File: config.mk
export PLATFORM = sky130hd
export DESIGN_NAME = mem_load_align_flat
export DESIGN_NICKNAME = d
export VERILOG_FILES = /design/src/rtl/mem_load_align_if.sv /design/src/rtl/mem_load_align.sv /design/src/flat_wrapper.sv
export SDC_FILE = /design/constraint.sdc
export NUM_CORES = 1
export LEC_CHECK = 0
export ABC_AREA = 1
export BUFFER_PORTS_ARGS = -buffer_cell sky130_fd_sc_hd__buf_4
export CORE_ASPECT_RATIO = 0.5
export CORE_MARGIN = 2
export CORE_UTILIZATION = 55
export CTS_BUF_LIST = sky130_fd_sc_hd__clkbuf_8
export CTS_CLUSTER_DIAMETER = 60
export CTS_CLUSTER_SIZE = 16
export DETAILED_ROUTE_END_ITERATION = 16
export GPL_ROUTABILITY_DRIVEN = 0
export PLACE_DENSITY = 0.92
export SLEW_MARGIN = 0
export SYNTH_ARGS = -nofsm -noshare
export SYNTH_HDL_FRONTEND = slang
export SYNTH_SLANG_ARGS = --single-unit
File: constraint.sdc
create_clock -name clk -period 3.6 [get_ports clk]
set_input_delay 0.18 -clock clk [delete_from_list [all_inputs] [get_ports clk]]
set_output_delay 0.18 -clock clk [all_outputs]
set_load 0.01 [all_outputs]
File: src/rtl/mem_load_align_if.sv
// Bus bundle for the load aligner: pipeline request/response handshake plus
// the single-word RAM read port. The aligner is the slave; the pipeline/RAM
// side (or a testbench) is the master.
interface mem_load_align_if #(
   parameter int DATA_WIDTH = 32,
   parameter int ADDR_WIDTH = 32
);
   logic                  ld_req_valid;
   logic                  ld_req_ready;
   logic [ADDR_WIDTH-1:0] ld_addr;
   logic [2:0]            ld_func3;
   logic                  ram_req;
   logic [ADDR_WIDTH-1:0] ram_addr;
   logic                  ram_gnt;
   logic                  ram_rvalid;
   logic [DATA_WIDTH-1:0] ram_rdata;
   logic                  ld_rsp_valid;
   logic                  ld_rsp_ready;
   logic [DATA_WIDTH-1:0] ld_rsp_data;
   logic                  load_access_missalign;

   modport slave (
      input  ld_req_valid, ld_addr, ld_func3,
      input  ram_gnt, ram_rvalid, ram_rdata,
      input  ld_rsp_ready,
      output ld_req_ready, ram_req, ram_addr,
      output ld_rsp_valid, ld_rsp_data, load_access_missalign
   );

   modport master (
      output ld_req_valid, ld_addr, ld_func3,
      output ram_gnt, ram_rvalid, ram_rdata,
      output ld_rsp_ready,
      input  ld_req_ready, ram_req, ram_addr,
      input  ld_rsp_valid, ld_rsp_data, load_access_missalign
   );
endinterface

File: src/rtl/mem_load_align.sv
// Load aligner: accepts one load at a time, fetches the containing word from
// RAM, then selects and sign/zero-extends the requested byte/half/word.
// Misaligned or unsupported loads are answered directly without touching RAM.
module mem_load_align #(
   parameter int DATA_WIDTH = 32,
   parameter int ADDR_WIDTH = 32
) (
   input logic clk,
   input logic rst_n,
   mem_load_align_if.slave bus
);

   typedef enum logic [1:0] {IDLE, REQ, WAIT, RSP} state_t;

   localparam logic [2:0] F3_LB  = 3'b000;
   localparam logic [2:0] F3_LH  = 3'b001;
   localparam logic [2:0] F3_LW  = 3'b010;
   localparam logic [2:0] F3_LBU = 3'b100;
   localparam logic [2:0] F3_LHU = 3'b101;

   state_t                r_state;
   logic [1:0]            r_idx;
   logic [2:0]            r_func3;
   logic                  r_ldReqReady;
   logic                  r_ramReq;
   logic [ADDR_WIDTH-1:0] r_ramAddr;
   logic                  r_rspValid;
   logic [DATA_WIDTH-1:0] r_rspData;
   logic                  r_missAlign;

   logic                  w_misaligned;
   logic                  w_illegal;
   logic [7:0]            w_byte;
   logic [15:0]           w_half;
   logic [DATA_WIDTH-1:0] w_fmtData;

   // Classify the incoming request: unsupported func3 vs misaligned access
   always_comb begin
      w_misaligned = 1'b0;
      w_illegal    = 1'b0;
      case (bus.ld_func3)
         F3_LB, F3_LBU: w_misaligned = 1'b0;
         F3_LH, F3_LHU: w_misaligned = bus.ld_addr[0];
         F3_LW:         w_misaligned = (bus.ld_addr[1:0] != 2'b00);
         default:       w_illegal    = 1'b1;
      endcase
   end

   // Extract and extend the addressed byte/half from the returned RAM word
   always_comb begin
      w_byte    = bus.ram_rdata[8*r_idx +: 8];
      w_half    = r_idx[1] ? bus.ram_rdata[16 +: 16] : bus.ram_rdata[0 +: 16];
      w_fmtData = '0;
      case (r_func3)
         F3_LB:   w_fmtData = {{(DATA_WIDTH-8){w_byte[7]}}, w_byte};
         F3_LBU:  w_fmtData = {{(DATA_WIDTH-8){1'b0}}, w_byte};
         F3_LH:   w_fmtData = {{(DATA_WIDTH-16){w_half[15]}}, w_half};
         F3_LHU:  w_fmtData = {{(DATA_WIDTH-16){1'b0}}, w_half};
         F3_LW:   w_fmtData = bus.ram_rdata;
         default: w_fmtData = '0;
      endcase
   end

   // Control FSM with all outputs registered; reset drops any pending load
   always_ff @(posedge clk or negedge rst_n) begin
      if (!rst_n) begin
         r_state      <= IDLE;
         r_idx        <= '0;
         r_func3      <= '0;
         r_ldReqReady <= 1'b1;
         r_ramReq     <= 1'b0;
         r_ramAddr    <= '0;
         r_rspValid   <= 1'b0;
         r_rspData    <= '0;
         r_missAlign  <= 1'b0;
      end else begin
         case (r_state)
            IDLE: begin
               if (bus.ld_req_valid) begin
                  r_idx        <= bus.ld_addr[1:0];
                  r_func3      <= bus.ld_func3;
                  r_ldReqReady <= 1'b0;
                  if (w_misaligned) begin
                     r_state     <= RSP;
                     r_rspValid  <= 1'b1;
                     r_rspData   <= '0;
                     r_missAlign <= 1'b1;
                  end else if (w_illegal) begin
                     r_state     <= RSP;
                     r_rspValid  <= 1'b1;
                     r_rspData   <= '0;
                     r_missAlign <= 1'b0;
                  end else begin
                     r_state   <= REQ;
                     r_ramReq  <= 1'b1;
                     r_ramAddr <= {bus.ld_addr[ADDR_WIDTH-1:2], 2'b00};
                  end
               end
            end
            REQ: begin
               if (bus.ram_gnt) begin
                  r_state  <= WAIT;
                  r_ramReq <= 1'b0;
               end
            end
            WAIT: begin
               if (bus.ram_rvalid) begin
                  r_state     <= RSP;
                  r_rspValid  <= 1'b1;
                  r_rspData   <= w_fmtData;
                  r_missAlign <= 1'b0;
               end
            end
            RSP: begin
               if (bus.ld_rsp_ready) begin
                  r_state      <= IDLE;
                  r_rspValid   <= 1'b0;
                  r_rspData    <= '0;
                  r_missAlign  <= 1'b0;
                  r_ldReqReady <= 1'b1;
               end
            end
            default: begin
               r_state      <= IDLE;
               r_ldReqReady <= 1'b1;
               r_ramReq     <= 1'b0;
               r_rspValid   <= 1'b0;
               r_rspData    <= '0;
               r_missAlign  <= 1'b0;
            end
         endcase
      end
   end

   assign bus.ld_req_ready          = r_ldReqReady;
   assign bus.ram_req               = r_ramReq;
   assign bus.ram_addr              = r_ramAddr;
   assign bus.ld_rsp_valid          = r_rspValid;
   assign bus.ld_rsp_data           = r_rspData;
   assign bus.load_access_missalign = r_missAlign;

endmodule

File: src/flat_wrapper.sv
// flat-port wrapper written by rule: the top's interface ports become plain ports
module mem_load_align_flat 
#(
   parameter int DATA_WIDTH = 32,
   parameter int ADDR_WIDTH = 32
)
  (clk, rst_n, bus_ld_req_valid, bus_ld_addr, bus_ld_func3, bus_ram_gnt, bus_ram_rvalid, bus_ram_rdata, bus_ld_rsp_ready, bus_ld_req_ready, bus_ram_req, bus_ram_addr, bus_ld_rsp_valid, bus_ld_rsp_data, bus_load_access_missalign);
  mem_load_align_if #(.DATA_WIDTH(DATA_WIDTH), .ADDR_WIDTH(ADDR_WIDTH)) bus_i ();
  input logic clk;
  input logic rst_n;
  input wire logic [$bits(bus_i.ld_req_valid)-1:0] bus_ld_req_valid;
  input wire logic [$bits(bus_i.ld_addr)-1:0] bus_ld_addr;
  input wire logic [$bits(bus_i.ld_func3)-1:0] bus_ld_func3;
  input wire logic [$bits(bus_i.ram_gnt)-1:0] bus_ram_gnt;
  input wire logic [$bits(bus_i.ram_rvalid)-1:0] bus_ram_rvalid;
  input wire logic [$bits(bus_i.ram_rdata)-1:0] bus_ram_rdata;
  input wire logic [$bits(bus_i.ld_rsp_ready)-1:0] bus_ld_rsp_ready;
  output wire logic [$bits(bus_i.ld_req_ready)-1:0] bus_ld_req_ready;
  output wire logic [$bits(bus_i.ram_req)-1:0] bus_ram_req;
  output wire logic [$bits(bus_i.ram_addr)-1:0] bus_ram_addr;
  output wire logic [$bits(bus_i.ld_rsp_valid)-1:0] bus_ld_rsp_valid;
  output wire logic [$bits(bus_i.ld_rsp_data)-1:0] bus_ld_rsp_data;
  output wire logic [$bits(bus_i.load_access_missalign)-1:0] bus_load_access_missalign;
  assign bus_i.ld_req_valid = bus_ld_req_valid;
  assign bus_i.ld_addr = bus_ld_addr;
  assign bus_i.ld_func3 = bus_ld_func3;
  assign bus_i.ram_gnt = bus_ram_gnt;
  assign bus_i.ram_rvalid = bus_ram_rvalid;
  assign bus_i.ram_rdata = bus_ram_rdata;
  assign bus_i.ld_rsp_ready = bus_ld_rsp_ready;
  assign bus_ld_req_ready = bus_i.ld_req_ready;
  assign bus_ram_req = bus_i.ram_req;
  assign bus_ram_addr = bus_i.ram_addr;
  assign bus_ld_rsp_valid = bus_i.ld_rsp_valid;
  assign bus_ld_rsp_data = bus_i.ld_rsp_data;
  assign bus_load_access_missalign = bus_i.load_access_missalign;
  mem_load_align #(.DATA_WIDTH(DATA_WIDTH), .ADDR_WIDTH(ADDR_WIDTH)) u_core (.clk(clk), .rst_n(rst_n), .bus(bus_i));
endmodule
* Word level (Yosys, flattened, before mapping)
Cells that the tools add are included.
** Word-level totals
- Register bits after elaboration :: 73
- Latch bits :: 0
- Bits in writable memories :: 0
- ROM bits :: 0
- Input bits :: 73
- Output and inout port bits :: 68
- Word-level logic and storage cells :: 79
- Memories kept :: 0
** Cells by class
- Add/subtract/negate cells :: 0
- $mul :: 0
- Div/mod/pow operators :: 0
- Magnitude comparators :: 0
- Equality and inequality tests :: 18
- Shift-type cells :: 1
- Muxes and demuxes :: 35
- Bitwise logic cells :: 1
- Reductions and logical operators :: 15
** Operator list (count)
- 32-bit 2-to-1 mux :: 5
- 32-bit one-hot mux with 5 select lines :: 1
- 32-bit one-hot mux with 3 select lines :: 1
- 32-bit by 6-bit variable part select with 8-bit output :: 1
- 16-bit 2-to-1 mux :: 1
- 1-bit 2-to-1 mux :: 15
- 3-bit == test (second input constant) :: 4
- 2-bit 2-to-1 mux :: 6
- 2-bit != test (second input constant) :: 6
- 5-bit AND reduction :: 2
- 2-bit one-hot mux with 4 select lines :: 1
- 4-bit AND reduction :: 2
- 3-bit by 1-bit == test with 1-bit output (second input constant) :: 2
- 3-bit by 2-bit == test with 1-bit output (second input constant) :: 2
- 3-bit zero test :: 2
- 1-bit one-hot mux with 2 select lines :: 3
- 1-bit one-hot mux with 3 select lines :: 2
- 2-bit nonzero test :: 3
- 5-bit OR reduction :: 1
- 2-bit == test (second input constant) :: 2
- 3-bit by 2-bit != test with 1-bit output (second input constant) :: 1
- 3-bit AND reduction :: 1
- 3-bit nonzero test :: 1
- 2-bit by 1-bit == test with 1-bit output (second input constant) :: 1
- other kinds (4) :: 4

* Logic depth before layout (Yosys ltp)
Gate-level depths: netlist (run 1).
- Depth after elaboration :: 6
- Depth in mapped cells :: 11
- Gate-level depth less buffers :: 9

* Worst setup path before layout (run 1)
Ideal clock, no wire load.
- Path kind :: reg-to-reg
- Start :: register u_core.r_state[0]
- End :: register u_core.r_rspData[26], in the netlist u_core.bus.ld_rsp_data[26]
- Library setup time :: 0.065 ns
- Data arrival time :: 1.488 ns
- Data required time :: 3.535 ns
- Slack :: 2.047 ns
- Stages on the path, launching flop included :: 11
- Buffers on the path :: 1
- Period minus slack after synthesis :: 1.553 ns
- Path through :: dfrtp_1 -> inv_1 -> ha_1 -> inv_2 -> nor2_1 -> nor3_2 -> nand2_2 -> nor2_4 -> buf_6 -> nand2_1 -> nand2_1
** Between the ends
- Longest elaborated chain between the ends :: 3
- Elaborated cells between the ends (all ways) :: 10
- Those cells by class :: 6 x eq/ne; 1 x mux; 3 x reduce/logical
** Ends and longest elaborated chain
- start: declaration :: line mem_load_align.sv:21 : state_t r_state;
- start signal: assignment :: line mem_load_align.sv:67 : r_state <= IDLE;
- start signal: assignment :: line mem_load_align.sv:84 : r_state <= RSP;
- start signal: assignment :: line mem_load_align.sv:89 : r_state <= RSP;
- 2-bit == test / 2-bit zero test (equally long branches) :: line mem_load_align.sv:77 : case (r_state)
- 2-bit != test (no source line), or another cell as far along
- 5-bit AND reduction (no source line)
- end signal: assignment :: line mem_load_align.sv:110 : r_rspData <= w_fmtData;
- end: declaration :: line mem_load_align.sv:28 : logic [DATA_WIDTH-1:0] r_rspData;
Parallel ways exist; a longest one is shown, timed or not.
A chain may end at the register's enable or synchronous reset.

* Worst setup path after layout (run 1)
- Start :: register u_core.r_state[0]
- End :: register u_core.r_rspData[11], in the netlist u_core.bus.ld_rsp_data[11]
Same word-level chain as after synthesis.

==> impl_metrics.toml, run 1 <==
[outcome]
status = "completed"

[global_routing]
grt_pass1_vias = 3420
antenna_found_initial = 0
met3_usage_pct = 8.303
grt-ovfl-total = 0
grt_max_degree = 74
top_usage_layer = "met2"
grt_use_met1_pct = 31.74
use_met2_pct = 43.89
grt_pass1_wl_um = 15410
grt_usage_pct = 25.63

[synth]
synthesis.area_um2 = 3755
synth-seq-cells = 73
synth_top_family_by_area = "simple AND/OR/NAND/NOR gates"
async_flop_share_pct = 100.0
synth_compound_area_share_pct = 6.898
synth_warnings = 0
synthMuxAreaShare_pct = 0
synth_xor_area_share_pct = 0
synthFlopType = "dfrtp_1"
synth_edf_count = 0
yosys.area_share.simple_pct = 33.09
synth_fa_ha_area_share_pct = 1.999
ys_types = 30
seq_area_frac_synth_pct = 48.68
syn_inst = 506
syn_avg_cell_area_um2 = 7.421

[critical_path]
critPathRequiredTime_ps = 3880
cp_max_fo = 37
worst-setup-path-type = "reg2reg"
critPathLaunchType = "flip-flop"
worstSetupEndpointType = "flip-flop"
worstPathArrival_ps = 2840

[cells_and_area]
ff_latch_area_um2 = 1828
area_growth_pct = 32.89
final_net_count = 714
num-fill-cells = 517
multiInputGateArea_um2 = 1584
final_cell_mix = "240 x nand2_1, 140 x buf_4, 72 x dfrtp_1"
num_antenna_cells = 0
drive_gt1_share_pct = 26.56
layout_commonest_cell = "nand2_1"

[clock_tree]
cts_made_buffers = 9
cts_tree = "built"
cts-root-buf = "clkbuf_8"
clkTransAtPathRegs_ps = 80
h-tree-depth = 3
post_cts_buffers = 0
clk_latency_ps = 350
clockBufferDepth = 2
cts_num_sinks = 73

[timing]
fin_worst_skew_ps = 6.320
finalCriticalPeriod_ps = 2562
hold_viol = 0
maxSlewHeadroom_pct = 25.63
worst-slew-pin-transition_ps = 1114
fin_crit_sh_pct = 71.16
rsz0062_at_grt = "false"
tns_ps = 0
max_freq_ghz = 0.3903
finalSetupViolCount = 0
slew_violations = 0
whs_ps = 68.40

[power_and_ir_drop]
internal_power_w = 0.002408
comb_power_share_pct = 48.5
finalPower_w = 0.004104
sequentialPowerShare_pct = 35.4
power_frac_clock_pct = 16.1
p_sw_w = 0.001697
power.density_nw_per_um2 = 822.6
ir_drop_mv = 0.3892
power.leakage_nw = 2.922
swShare_pct = 41.34

[placed_design]
post-dp-hpwl_um = 6556
io_buffer_count = 138

[die]
initial_core_util_pct = 56.48
core_area_um2 = 6648
die_h_um = 62.43
dieArea_um2 = 7544
rows = 21
dieWidth_um = 120.9
pin_count = 141

[routing]
postRouteAntennaNets = 0
dr.pass1.iters = 5
wl_per_cell_um = 12.55
vias = 3598
vias_per_cell = 4.915
drtIter0Drc = 360
drc = 0
wirelength_um = 9190

[job]
cap_viol_max_count = 0

[worst_hold_path]
hold_class = "in2reg"
==> sequential cells by signal, summed over array words and instances, names as in the netlist <==
name / cells
u_core.r_idx: 2
u_core.r_func3: 3
u_core.bus.ram_addr: 30
u_core.bus.load_access_missalign: 1
u_core.bus.ram_req: 1
u_core.bus.ld_rsp_data: 32
u_core.bus.ld_req_ready: 1
u_core.r_state: 2
u_core.bus.ld_rsp_valid: 1
==> through the flow <==
stage	std cells	util, %	setup WS, ps	area (µm²)
2_1_floorplan	507	-	2047	3759
3_3_place_gp	715	71.79	1177	4772
3_5_place_dp	715	71.79	1097	4772
4_1_cts	732	75.06	1069	4990
5_1_grt	732	75.06	763.3	4990
6_report	732	75.06	1038	4990
==> cell usage after synthesis, types with 3 or more instances <==
library cell,n,share of area (%)
inv_1,47,4.7
buf_4,7,1.4
or2_2,3,0.50
o21ai_1,15,2.0
nand3_1,39,5.2
dfrtp_1,72,48
nand2_1,240,24
ha_1,6,2.0
nor2_1,7,0.70
inv_2,3,0.30
buf_2,11,1.5
clkbuf_1,3,0.30
buf_6,3,0.90
o211ai_1,3,0.60
o21ai_0,27,3.6
==> path summary, 6_finish.rpt <==
| check | start | endpoint | slack (ps) | depth (start not counted) |
|---|---|---|---|---|
| min reg2reg | u_core.bus.ram_addr[22]$_DFFE_PN0P_ | u_core.bus.ram_addr[22]$_DFFE_PN0P_ | 490 | 2 |
| max | u_core.r_state[0]$_DFFE_PN0P_ | u_core.bus.ld_rsp_data[11]$_DFFE_PN0P_ | 1040 | 9 |
| max in group asynchronous | rst_n | u_core.bus.ld_rsp_data[13]$_DFFE_PN0P_ | 2490 | 2 |
| min | bus_ld_addr[31] | u_core.bus.ram_addr[31]$_DFFE_PN0P_ | 70 | 3 |
| min in group asynchronous | rst_n | u_core.bus.ram_addr[2]$_DFFE_PN0P_ | 550 | 2 |
| max reg2reg | u_core.r_state[0]$_DFFE_PN0P_ | u_core.bus.ld_rsp_data[11]$_DFFE_PN0P_ | 1040 | 9 |
==> worst max-delay path, cell delays in order (launching register included) <==
cell	delay [ps]
dfrtp_1	400
inv_1	110
ha_1	270
inv_2	70
nor2_1	60
nor3_2	170
nand2_2	440
nor2_4	740
nand2_1	140
nand2_1	90
==> power by group through the flow <==
stage          logic (W)  registers, W  clock network, W
2_1_floorplan    0.00113       0.00154                 0
3_3_place_gp     0.00193       0.00145                 0
3_5_place_dp     0.00199       0.00145                 0
4_1_cts          0.00199       0.00145          0.000675
5_1_grt          0.00223       0.00150          0.000712
6_report         0.00199       0.00145          0.000660
==> cells by family after synthesis <==
| logic type | after synthesis |
|---|---|
| AOI/OAI and AO/OA | 49 |
| adders and majority gates | 6 |
| buffers and inverters | 75 |
| DFF | 73 |
| other | 1 |
| and+or+nand+nor | 302 |
==> cell type report <==
type                       count  share of cell area, %
timing repair buffer         141                  21.26
clock inverter                 4                 0.8526
inverter                      51                  3.887
sequential                    73                  36.63
tap                           92                  2.307
clock buffer                  12                  3.310
multi-input combinational    359                  31.75
==> per-layer routing <==
layer	wire length (µm)	up-vias
met1	3866	1624
met3	729	15
met5	0	-
li1	-	1816
met4	112	0
met2	4481	143
==> timing repair <==
| item | 4_1_cts | 5_1_grt |
|---|---|---|
| hold buffers | 1 | 0 |
| resized for setup | 0 | 0 |
| hold endpoints to repair | 50 | 0 |
No activity file was read; power rests on OpenSTA's default activity.
==> run 2, diff against run 1 <==
Settings changed: CORE_UTILIZATION 55 to 51, PLACE_DENSITY 0.92 to 0.86.
Clock period 3.6 ns to 2.59 ns, I/O delays scaled along.
==> impl_metrics.toml, run 2 (same netlist as run 1, synthesis figures left out) <==
[die]
dieArea_um2 = 8107
dieWidth_um = 125.3
pin_count = 141
core_area_um2 = 7239
initial_core_util_pct = 51.87
die_h_um = 64.68
rows = 22

[global_routing]
grt_max_degree = 74
antenna_found_initial = 0
grt-ovfl-total = 0
grt_usage_pct = 24.94
grt_pass1_vias = 3541
grt_pass1_wl_um = 16040

[clock_tree]
cts_num_sinks = 73
cts_tree = "built"
h-tree-depth = 3
clk_latency_ps = 360
cts-hold-fix-buffers = 6
clkTransAtPathRegs_ps = 80
cts-root-buf = "clkbuf_8"
clockBufferDepth = 2
post_cts_resized = 0
post_cts_buffers = 0
cts_made_buffers = 9

[timing]
finalCriticalPeriod_ps = 2073
tns_ps = 0
maxSlewHeadroom_pct = 39.26
fin_crit_sh_pct = 80.02
finalSetupViolCount = 0
worst-slew-pin-transition_ps = 911.0
slew_violations = 0
rsz0062_at_grt = "false"
hold_viol = 0
max_freq_ghz = 0.4825
layout_setup_ws_ps = 517.4
fin_worst_skew_ps = 8.003

[routing]
dr.pass1.iters = 5
drtIter0Drc = 322
vias = 3683
wirelength_um = 9592
vias_per_cell = 4.957
postRouteAntennaNets = 0
wl_per_cell_um = 12.91
drc = 0

[critical_path]
critPathLaunchType = "flip-flop"
slowest_delay_ps = 710
crit_path_top_delay_cell = "dfrtp_1"
crit_top_cell = "nand2_1"
worstPathArrival_ps = 2320
worstSetupEndpointType = "flip-flop"
path_cells = "inv_4 -> nand2_1 -> nand2_1 -> nand2_1 -> nand2_1 -> nand2_2 -> nand3_1 -> nand2_1 -> nand2_1"
path_buf_inv = 1
cp_max_fo = 25
critPathRequiredTime_ps = 2840
cp_top_family = "simple AND/OR/NAND/NOR gates"
worst-setup-path-type = "reg2reg"
path_depth = 9
reg2reg_depth = 9

[power_and_ir_drop]
power.leakage_nw = 2.947
power.density_nw_per_um2 = 1133
ir_drop_mv = 0.5327

[outcome]
status = "completed"

[job]
cap_viol_max_count = 0

[placed_design]
post-dp-hpwl_um = 6692
io_buffer_count = 138
place_ws_ps = 588.0

[cells_and_area]
num-fill-cells = 622
area_growth_pct = 34.26
layout_commonest_cell = "nand2_1"
final_cell_mix = "240 x nand2_1, 142 x buf_4, 72 x dfrtp_1"
drive_gt1_share_pct = 26.43
num_antenna_cells = 0
largest_reg_flops = 32
final_net_count = 721

[worst_hold_path]
hold_depth = 3
hold_class = "in2reg"
==> run 2: tightest hold or removal path, stage by stage <==
cell	delay (ps)
buf_4	100
inv_1	40
o21ai_1	60
==> run 2: final timing paths <==
path,from,slack (ps),endpoint
setup / recovery,u_core.r_idx[1]$_DFFE_PN0P_,520,u_core.bus.ld_rsp_data[11]$_DFFE_PN0P_
hold / removal,bus_ld_addr[8],20,u_core.bus.ram_addr[8]$_DFFE_PN0P_
setup reg to reg,u_core.r_idx[1]$_DFFE_PN0P_,520,u_core.bus.ld_rsp_data[11]$_DFFE_PN0P_
hold reg to reg,u_core.bus.ram_req$_DFFE_PN0P_,480,u_core.bus.ram_req$_DFFE_PN0P_
max in group asynchronous,rst_n,1540,u_core.bus.ld_rsp_data[22]$_DFFE_PN0P_
min in group asynchronous,rst_n,450,u_core.bus.ram_addr[30]$_DFFE_PN0P_
==> run 2: per-stage QoR <==
step	hold WS (ps)	power, W	instances	utilization (%)	instance area (µm²)
after floorplan	-166.1	0.003717	507	-	3759
after global placement	307.6	0.004741	721	66.19	4792
after detailed placement	316.7	0.004829	721	66.19	4792
after CTS	1.916	0.005741	743	69.63	5041
after global routing	14.35	0.006169	743	69.63	5041
final	20.44	0.005711	743	69.63	5041
==> run 2: cell type report <==
type / instances / area, µm² / area share (%)
repair buffers: 148 / 1126 / 22.34
inverters: 51 / 193.9 / 3.847
clock inverters: 6 / 51.30 / 1.018
clock buffers: 10 / 137.6 / 2.730
well taps: 96 / 120.1 / 2.383
flip-flops and latches: 73 / 1828 / 36.26
multi-input cells: 359 / 1584 / 31.42
==> run 2: per-layer routing <==
metal | vias to the layer above | track usage, % | wire [µm]
met1 | 1684 | 29.09 | 4056
met4 | 0 | 9.861 | 207
met5 | - | 0 | 0
li1 | 1834 | - | -
met2 | 143 | 44.63 | 4692
met3 | 22 | 6.771 | 635
==> run 2: power breakdown <==
| group | switching [W] | internal [W] |
|---|---|---|
| sequential | 0.000364 | 0.00165 |
| clock | 0.000418 | 0.000458 |
| combinational | 0.00162 | 0.00121 |
==> run 3, diff against run 2 <==
Settings changed: ABC_AREA 1 to 0, PLACE_DENSITY 0.86 to 0.87.
Clock period 2.59 ns to 1.91 ns, I/O delays scaled along.
==> impl_metrics.toml, run 3 <==
[cells_and_area]
area_growth_pct = 50.45
layout_commonest_cell = "buf_4"
final_net_count = 571
largest_reg_flops = 32
drive_gt1_share_pct = 44.15
fin_util_pct = 80.71
num_antenna_cells = 0
final_cell_mix = "153 x buf_4, 72 x dfrtp_1, 32 x dlygate4sd3_1"

[power_and_ir_drop]
power.leakage_nw = 2.670
power.density_nw_per_um2 = 1593
ir_drop_mv = 0.9555

[die]
die_h_um = 63.83
initial_core_util_pct = 53.65
dieArea_um2 = 7893
core_area_um2 = 6805
pin_count = 141
dieWidth_um = 123.7
rows = 21

[critical_path]
worstSetupEndpointType = "flip-flop"
worstPathArrival_ps = 2130
reg2reg_depth = 7
cp_max_fo = 7
rrSetupSlack_ps = 60
worst-setup-path-type = "reg2reg"
critPathRequiredTime_ps = 2190
endpoint = "u_core.bus.ld_rsp_data[9]$_DFFE_PN0P_"
critPathLaunch = "u_core.r_state[0]$_DFFE_PN0P_"
reg2reg_from = "u_core.r_state[0]$_DFFE_PN0P_"
r2r_end = "u_core.bus.ld_rsp_data[9]$_DFFE_PN0P_"
critPathLaunchType = "flip-flop"

[synth]
synth_edf_count = 0
synthTopCellsByArea = "dfrtp_1 49%, mux2_2 6.8%, mux2_1 5.9%, a22o_1 5.5%, mux2i_1 4.4%"
synth.most_common_cell = "dfrtp_1"
syn_avg_cell_area_um2 = 11.78
async_flop_share_pct = 100.0
ys_types = 46
synth_top_cell_by_area = "dfrtp_1"
synth-seq-cells = 73
synthTopCellsByCount = "72 x dfrtp_1, 24 x nand2_1, 23 x a22o_1, 22 x mux2_2, 19 x mux2_1"
synthesis.area_um2 = 3651
yosysTopAreaCellShare_pct = 49.35
syn_inst = 310
seq_area_frac_synth_pct = 50.07
synth_warnings = 0
synthFlopType = "dfrtp_1"

[placed_design]
post-dp-hpwl_um = 7147
io_buffer_count = 138

[routing]
vias = 3231
postRouteAntennaNets = 0
drtIter0Drc = 220
vias_per_cell = 5.495
wl_per_cell_um = 18.28
drc = 0
dr.pass1.iters = 4
wirelength_um = 10750

[clock_tree]
h-tree-depth = 3
cts_made_buffers = 9
cts_tree = "built"
clk_latency_ps = 350
cts-root-buf = "clkbuf_8"
cts_num_sinks = 73
clkTransAtPathRegs_ps = 80
clockBufferDepth = 2

[timing]
max_freq_ghz = 0.5419
finalCriticalPeriod_ps = 1845
fin_crit_sh_pct = 96.62
slew_violations = 0
worst-slew-pin-transition_ps = 984.1
maxSlewHeadroom_pct = 34.26
hold_viol = 0
whs_ps = 8.255
fin_worst_skew_ps = 8.776
finalSetupViolCount = 0

[job]
cap_viol_max_count = 0

[global_routing]
grt_max_degree = 39
grt-ovfl-total = 0
grt_pass1_wl_um = 16500
grt_pass1_vias = 3412
antenna_found_initial = 0
grt_usage_pct = 27.76

[worst_hold_path]
hold_class = "in2reg"
min_from = "bus_ld_addr[1]"

[outcome]
status = "completed"
[run 3: cell count changes in the layout (fill, tap and decap cells not counted), sizes merged, moves of 4 or more]
cell         change
inv             -40
dlygate4sd3     +26
a221oi           +7
buf             +17
o2bb2ai          +8
a22o            +23
mux2i           +17
mux2            +41
a21oi            +4
o21ai           -20
nand2b           +6
nand3           -39
o221ai           +4
nand2          -218
[run 3: logic make-up after synthesis]
logic type	count (synthesis)	share of synthesized area, %
flip-flops	73	50.07
buffers and inverters	34	4.935
other	1	0.1027
multiplexers	59	18.27
AND/OR/NAND/NOR	54	7.780
AO/OA/AOI/OAI	83	16.79
adder cells (fa/ha/maj)	6	2.056
[run 3: worst max-delay path, cell delays in order (launching register included)]
cell and delay (ps):
dfrtp_1 410, buf_4 150, ha_2 200, nand2b_1 90, nand4b_1 120, buf_6 160
or3_4 470, o2bb2ai_2 160
[run 3: worst min-delay path by stage]
| stage | end | cells past startpoint |
|---|---|---|
| after floorplan | u_core.bus.ld_rsp_data[0]$_DFFE_PN0P_ | 0 |
| after global placement | u_core.bus.ram_addr[22]$_DFFE_PN0P_ | 1 |
| after detailed placement | u_core.bus.ram_addr[22]$_DFFE_PN0P_ | 1 |
| after CTS | u_core.r_idx[1]$_DFFE_PN0P_ | 2 |
| after global routing | u_core.r_func3[1]$_DFFE_PN0P_ | 2 |
| final | u_core.r_idx[1]$_DFFE_PN0P_ | 2 |
[run 3: through the flow]
stage                     setup TNS, ps  area, µm²  cells  worst slack (ps)  total power [W]
after detailed placement         -15.21       4858    539            -15.21         0.007120
after CTS                             0       5355    585             43.65         0.008299
after global routing             -554.6       5493    588            -46.98         0.009271
final                                 0       5493    588             64.62         0.008752
after floorplan                       0       3655    311             2.817         0.005299
after global placement                0       4858    539             116.8         0.006985
[run 3: cell type report]
class,count,area (µm²)
inverters,13,48.80
clock inverters,3,16.27
multi-input cells,204,1748
repair buffers,191,1572
clock buffers,12,165.2
well taps,92,115.1
fillers,389,1313
flip-flops and latches,73,1828
[run 3: where the power goes]
part / leakage [nW] / total [W] / internal, W / switching, W
combinational: 1.64 / 0.00482 / 0.00246 / 0.00236
sequential: 0.929 / 0.00280 / 0.00226 / 0.000539
clock: 0.0957 / 0.00114 / 0.000564 / 0.000571
total: 2.67 / 0.00875 / 0.00528 / 0.00347
[run 3: metal layers]
metal / vias up / global-route usage (%) / share of wire, %
met1: 1567 / 33.33 / 41
met5: - / 0 / 0
met4: 0 / 11.93 / 2.3
li1: 1507 / - / -
met3: 20 / 7.589 / 6.2
met2: 137 / 47.12 / 51
[run 3: what timing repair did]
action                     in CTS  in global routing
gates resized for setup         1                 17
setup buffers                   0                  2
hold endpoints to repair       64                  1
hold buffers                   31                  1
pin swaps                       0                  8
setup endpoints to repair       2                 33
